`config.mk`:
```
export PLATFORM = sky130hd
export DESIGN_NAME = pulse_trig_counter
export DESIGN_NICKNAME = d
export VERILOG_FILES = /design/src/rtl/pulse_trig_counter.sv
export SDC_FILE = /design/constraint.sdc
export NUM_CORES = 1
export LEC_CHECK = 0
export CORE_ASPECT_RATIO = 0.7
export CORE_MARGIN = 2
export CORE_UTILIZATION = 52
export DETAILED_ROUTE_END_ITERATION = 6
export GPL_TIMING_DRIVEN = 1
export PLACE_DENSITY = 0.79
export SLEW_MARGIN = 20
export SYNTH_ARGS = -nofsm -noshare
export SYNTH_HDL_FRONTEND = slang
export SYNTH_SLANG_ARGS = --single-unit
```
`constraint.sdc`:
```
create_clock -name clk_i -period 3.4 [get_ports clk_i]
set_clock_uncertainty 0.1 [all_clocks]
set_input_delay 0.34 -clock clk_i [delete_from_list [all_inputs] [get_ports clk_i]]
set_output_delay 0.34 -clock clk_i [all_outputs]
set_load 0.005 [all_outputs]
```
`src/rtl/pulse_trig_counter.sv`:
```
// pulse_trig_counter: a start pulse on en_i opens a counted high window on dout_o.
// Window length, repeat count and mode are latched when a start is accepted.
// Modes: 0 one-shot, 1 retriggerable, 2 periodic burst, 3 behaves like 0.
module pulse_trig_counter #(
  parameter int CNT_W = 8,
  parameter int REP_W = 4
) (
  input  logic             clk_i,
  input  logic             rst_n_i,
  input  logic             en_i,
  input  logic             stop_i,
  input  logic [1:0]       mode_i,
  input  logic [CNT_W-1:0] len_i,
  input  logic [REP_W-1:0] reps_i,
  output logic             dout_o,
  output logic             busy_o,
  output logic             done_o,
  output logic [CNT_W-1:0] cnt_o
);

  typedef enum logic [1:0] {
    IDLE = 2'd0,
    RUN  = 2'd1,
    GAP  = 2'd2
  } state_e;

  state_e             state_q, state_d;
  logic [CNT_W-1:0]   cnt_q, cnt_d;
  logic [CNT_W-1:0]   len_q, len_d;
  logic [REP_W-1:0]   repLeft_q, repLeft_d;
  logic [1:0]         mode_q, mode_d;
  logic               dout_q, dout_d;
  logic               done_q, done_d;

  logic               lastCycle;
  logic               startOk;

  assign lastCycle = (cnt_q == (len_q - CNT_W'(1)));
  assign startOk   = en_i && (len_i != '0);

  // Next-state logic: stop beats everything, then per-state window sequencing.
  always_comb begin
    state_d   = state_q;
    cnt_d     = cnt_q;
    len_d     = len_q;
    repLeft_d = repLeft_q;
    mode_d    = mode_q;
    dout_d    = dout_q;
    done_d    = 1'b0;

    if (stop_i) begin
      state_d = IDLE;
      cnt_d   = '0;
      dout_d  = 1'b0;
    end else begin
      case (state_q)
        IDLE: begin
          cnt_d  = '0;
          dout_d = 1'b0;
          if (startOk) begin
            state_d   = RUN;
            len_d     = len_i;
            repLeft_d = reps_i;
            mode_d    = mode_i;
            dout_d    = 1'b1;
          end
        end
        RUN: begin
          if ((mode_q == 2'd1) && startOk) begin
            cnt_d  = '0;
            len_d  = len_i;
            dout_d = 1'b1;
          end else if (lastCycle) begin
            cnt_d  = '0;
            dout_d = 1'b0;
            if ((mode_q == 2'd2) && (repLeft_q != '0)) begin
              state_d = GAP;
            end else begin
              state_d = IDLE;
              done_d  = 1'b1;
            end
          end else begin
            cnt_d = cnt_q + CNT_W'(1);
          end
        end
        GAP: begin
          if (lastCycle) begin
            state_d   = RUN;
            cnt_d     = '0;
            dout_d    = 1'b1;
            repLeft_d = repLeft_q - REP_W'(1);
          end else begin
            cnt_d = cnt_q + CNT_W'(1);
          end
        end
        default: begin
          state_d = IDLE;
          cnt_d   = '0;
          dout_d  = 1'b0;
        end
      endcase
    end
  end

  // State and datapath registers with asynchronous active-low reset.
  always_ff @(posedge clk_i or negedge rst_n_i) begin
    if (!rst_n_i) begin
      state_q   <= IDLE;
      cnt_q     <= '0;
      len_q     <= '0;
      repLeft_q <= '0;
      mode_q    <= '0;
      dout_q    <= 1'b0;
      done_q    <= 1'b0;
    end else begin
      state_q   <= state_d;
      cnt_q     <= cnt_d;
      len_q     <= len_d;
      repLeft_q <= repLeft_d;
      mode_q    <= mode_d;
      dout_q    <= dout_d;
      done_q    <= done_d;
    end
  end

  assign dout_o = dout_q;
  assign busy_o = (state_q != IDLE);
  assign done_o = done_q;
  assign cnt_o  = cnt_q;

endmodule

```
## Word level (Yosys, flattened, before mapping)

Index checks and enable logic that the tools add are counted.

| storage, ports and cells | value |
|---|---|
| register bits | 26 |
| output and inout port bits | 11 |
| bits of input ports | 18 |
| word-level logic and storage cells | 66 |

| cells by class | value |
|---|---|
| bitwise logic cells | 1 |
| reduce and logical (&&, ||, !) cells | 14 |
| add/subtract/negate cells | 3 |
| mux-type cells | 28 |
| eq/ne operators | 13 |

Operators by type and width:

| cell | count |
|---|---|
| $mux W8 | 5 |
| $pmux W8 S2 | 2 |
| $mux W2 | 6 |
| $ne A3 B3 Y1 const B | 4 |
| $reduce_and A4 Y1 | 3 |
| $mux W1 | 10 |
| $add A8 B1 Y8 const B | 1 |
| $eq A8 B8 Y1 | 1 |
| $mux W4 | 2 |
| $pmux W4 S2 | 1 |
| $reduce_bool A8 Y1 | 1 |
| $sub A8 B1 Y8 const B | 1 |
| $ne A2 B2 Y1 const B | 3 |
| $pmux W2 S3 | 1 |
| $reduce_bool A2 Y1 | 3 |
| $eq A2 B1 Y1 const B | 2 |
| $eq A2 B2 Y1 const B | 2 |
| $ne A4 B4 Y1 const B | 1 |
| $reduce_bool A4 Y1 | 1 |
| $sub A4 B1 Y4 const B | 1 |
| $logic_and A1 B1 Y1 | 3 |
| $pmux W1 S3 | 1 |
| $reduce_and A3 Y1 | 1 |
| $logic_not A2 Y1 | 1 |
| 2 further kinds | 2 |

## Longest topological paths before layout

| depth | value |
|---|---|
| word-level depth | 7 |
| depth in mapped cells | 11 |
| mapped depth without buffers | 9 |

## Worst setup path after synthesis

Ideal clock, no wire load.

| path | value |
|---|---|
| path type | reg2reg |
| from | register len_q[0] |
| to | register state_q[0] |
| data required time | 3.231 ns |
| buffers on the path | 1 |
| period minus slack after synthesis | 2.497 ns |
| data arrival time | 2.328 ns |
| cell stages (with the launch flop) | 10 |
| library setup time | 0.069 ns |
| setup slack | 0.903 ns |
| path through | dfrtp_1 inv_1 ha_1 buf_4 nor4b_2 a31oi_1 or3b_1 a211o_1 or4b_1 nand3_1 |

| between the ends | value |
|---|---|
| word-level cells in the longest chain between the ends | 4 |
| elaborated cells between the ends (all ways) | 5 |
| those cells by class | add/sub (1); eq/ne (3); reduce/logical (1) |

Ends and longest elaborated chain:

| item | RTL line | RTL |
|---|---|---|
| from (decl) | 29 | `logic [CNT_W-1:0] len_q, len_d;` |
| from (signal assigned) | 118 | `len_q <= len_d;` |
| $sub A8 B1 Y8 (*) | 38 | `assign lastCycle = (cnt_q == (len_q - CNT_W'(1)));` |
| $eq A8 B8 Y1 (*) | 38 |  |
| $ne A3 B3 Y1 (no source line) | n/a |  |
| $reduce_and A4 Y1 (no source line) (*) | n/a |  |
| to (signal assigned) | 116 | `state_q <= state_d;` |
| to (decl) | 27 | `state_e state_q, state_d;` |

Mark *: on every way between the ends. The rest lies on a longest branch, timed or not.
A chain may end at the register's enable or synchronous reset.

## Worst setup path after layout

Ends and elaborated chain as after synthesis.

==> flow_results.org <==
** Outcome
- Result of the run :: complete, no violations

** Global routing
- The first global-routing pass estimated 6541 µm of wire.
- The number of antenna violations at the first check in global routing was 0.
- For this run, the total global-route usage over all layers was measured as 0.2314.
- The via count of the first global-routing pass is 1385.
- Global routing finished with a remaining overflow of 0.
- Entering global routing, the biggest net connects 27 pins.

** Critical path
- Maximum fanout encountered on the critical timing path :: 13
- The signal on the critical path passes through inv_1 > ha_1 > nor4b_2 > a31oi_1 > or3b_1 > a211o_1 > or4b_1 > nand3_1.
- STA classifies the critical path endpoint as a flop.
- On the worst path, the slowest cell contributes a delay of 0.53 ns.
- STA classifies the critical path startpoint as a flop.
- Critical Path RT :: 3.51 ns
- The slowest stage of the critical path belongs to the cell or4b_1.
- Data arrives at the worst endpoint at 3.01 ns.
- The critical path is of the flop to flop type.

** Synthesis
- In the post-synthesis netlist, the cell with the most instances is dfrtp_1.
- Synth area leaders :: dfrtp_1 39%, mux2_2 7.4%, ha_1 5.2%
- Synth Register Bits :: 26
- Of the post-synthesis cell area, the dominant cell type holds 0.3883.
- Counting every instance in the synthesized netlist gives 170.
- Synthesis produced a netlist with a net count of 195.
- Count of different cell masters after synthesis :: 48
- Yosys printed 0 warnings.
- Asr flop ratio synth :: 1.000
- Most common library cells after synthesis :: 26 x dfrtp_1, 13 x nor2_1, 12 x inv_1
- The biggest area contributor in the post-synthesis netlist is dfrtp_1.
- Among all flip-flop cells after synthesis, the most frequent one is dfrtp_1.
- The synthesized netlist occupies a cell area of 0.001675 mm².
- Mean post-synth cell area :: 9.855 µm²
- Post-synthesis sequential area ratio :: 0.3883
- The synthesized design contains 0 enable-type register cells.

** Clock tree
- PostCTS Resize Cnt :: 0
- After clock tree synthesis, the flow added hold-fix buffers numbering 0.
- Maximum buffer depth of the clock tree :: 2
- Clock tree from TritonCTS :: built
- Clock latency on the worst-skew pair, taken at its later pin, is 0.27 ns.
- Number of setup buffers added after CTS :: 0
- The number of clock buffers added by TritonCTS is 3.
- Max H-tree Level :: 1
- Sink Count :: 26
- Root buffer cell :: clkbuf_8
- Clock slew seen by the registers of the worst setup and hold paths :: 0.10 ns

** Place
- HPWL Detailed :: 3031 µm
- The congestion estimate from routability-driven global placement came to 0.9038.
- Pre-CTS setup slack :: 0.5555 ns
- Buffers on Ports :: 28
- Placed cell areas :: 0.001976 mm²

** Detailed routing
- Dividing the detail-routed wire length by the instance count gives 16.88 µm.
- In the routed layout, each cell is associated on average with a via count of 5.945.
- In this run the remaining antenna-violating nets after routing total 0.
- For this run, design rule violations remaining after detail routing come to 0.
- First-pass iteration count of the detailed router :: 4
- After detailed routing, the total wire length is 3984 µm.
- Routed via count :: 1403
- The detailed router finished its first iteration with 155 violations.

** Cells and area
- Layout Area Growth over Synthesis :: 22.18%
- Fin nets :: 224
- Antenna diode instance count :: 0
- Final design area excluding fillers :: 0.002047 mm²
- The layout has 237 filler cells.
- Share of post-route cells with drive strength above 1 :: 0.1111

** Power and ir drop
- The design draws 1.303 mW.
- IR analysis of the VDD net gives a maximum drop of 0.4252 mV.
- Power per standard cell area :: 636.4 mW/mm²
- In this run the static leakage power is 0.8678 nW.

** Floorplanning
- The die covers 0.003699 mm².
- The floorplan step set the die height to 51.49 µm.
- Measured along the x axis, the die boundary spans 71.84 µm.
- The floorplan has 17 rows.
- Number of top-level pins :: 29
- The region available for standard cell placement spans 0.003105 mm².
- Starting density of the core :: 0.5395

** Timing
- Across all hold checks on the routed design, the worst slack comes to 0.3220 ns.
- The smallest clock period supported by the final layout is computed as 2.899 ns.
- Setup repair after global routing left no endpoint under its margin.
- The count of final max-slew check failures was 0.
- The worst pin sits at a relative slew slack of 0.6320.
- Setup violations remaining at the end of the flow were counted as 0.
- Final hold vios :: 0
- Final critical-path share of the clock period :: 0.8526
- Summed over all failing endpoints, the final setup total negative slack is 0 ns.
- Fin worst setup slack :: 0.5012 ns
- Worst-margin pin slew :: 0.5462 ns
- Fmax :: 345.0 MHz

** Min path
- Path category of the worst min-delay check :: input port to async pin

** Job
- Across the run, the number of max-cap violations was 0.
==> layout by cell type, fill, tap and decap left out, types with 2 or more instances in the layout <==
cell and count:
clkdlybuf4s50_1 28, dfrtp_1 26, nor2_1 13, inv_1 12, mux2_2 11, nand2_1 8, xor2_1 8, nand3_1 8
xnor2_1 7, ha_1 7, a21oi_1 5, and3_1 5, o21ai_0 4, nor3_1 4, nor4_1 3, o21a_1 3
or4_1 3, mux2i_1 3, nand3b_1 3, clkbuf_8 3, a31oi_1 2, nand2b_1 2, o2111ai_1 2, a211o_1 2
and2_2 2, o211ai_1 2
==> report_power, final <==
part / leakage, nW / total, mW / internal [mW] / switching (mW)
Combinational: 0.502 / 0.530 / 0.264 / 0.265
Sequential: 0.330 / 0.511 / 0.397 / 0.114
Clock: 0.0357 / 0.262 / 0.158 / 0.104
Total: 0.868 / 1.30 / 0.819 / 0.484
==> logic make-up (layout without fill, tap and decap cells) <==
group	after synthesis	in the layout	share of synthesized area
adders and majority gates	7	7	0.05228
AOI/OAI and AO/OA	28	28	0.1165
DFF	26	26	0.3883
muxes	14	14	0.09186
buffers and inverters	17	45	0.04780
xor gates and xnor gates	16	16	0.08813
and+or+nand+nor	62	62	0.2151
==> final timing paths <==
| path | from | to | slack (ns) | depth (start not counted) |
|---|---|---|---|---|
| max in group asynchronous | rst_n_i | len_q[6]$_DFFE_PN0P_ | 2.63 | 2 |
| max | len_q[0]$_DFFE_PN0P_ | state_q[0]$_DFFE_PN0P_ | 0.50 | 8 |
| min in group clk_i | dout_o$_DFFE_PN0P_ | dout_o$_DFFE_PN0P_ | 0.43 | 2 |
| min reg2reg | dout_o$_DFFE_PN0P_ | dout_o$_DFFE_PN0P_ | 0.43 | 2 |
| max reg2reg | len_q[0]$_DFFE_PN0P_ | state_q[0]$_DFFE_PN0P_ | 0.50 | 8 |
| min | rst_n_i | state_q[1]$_DFFE_PN0P_ | 0.32 | 2 |
==> critical path, delay by kind of cell (launching register included) <==
kind	cells	cell delay, ns
compound gates	2	0.55
fa+ha+maj	1	0.31
buf+inv	1	0.08
flops	1	0.48
simple gates	4	1.32
==> layer usage <==
| metal | up-vias | wire length, µm | GRT usage |
|---|---|---|---|
| li1 | 671 | - | - |
| met1 | 686 | 1793 | 0.3065 |
| met2 | 40 | 1966 | 0.3827 |
| met3 | 6 | 168 | 0.05620 |
| met4 | 0 | 57 | 0.06289 |
| met5 | - | 0 | 0 |
==> registers in the layout (all words and copies together) (netlist names) <==
register and cells:
mode_q 2, state_q 2, cnt_o 8, dout_o 1
done_o 1, len_q 8, repLeft_q 4
==> cell type report <==
cell class | instances | area, µm² | area share
multi-input combinational | 127 | 944.7 | 0.4615
sequential | 26 | 650.6 | 0.3178
timing repair buffer | 29 | 287.8 | 0.1406
tap | 38 | 47.55 | 0.02323
inverter | 12 | 45.04 | 0.02200
clock buffer | 3 | 41.29 | 0.02017
clock inverter | 1 | 30.03 | 0.01467
==> through the flow <==
| step | utilization | cells |
|---|---|---|
| after floorplan | - | 170 |
| after global placement | 0.6362 | 232 |
| after detailed placement | 0.6362 | 232 |
| after CTS | 0.6591 | 236 |
| after global routing | 0.6591 | 236 |
| final | 0.6591 | 236 |
(Power assumes the default switching activity.)
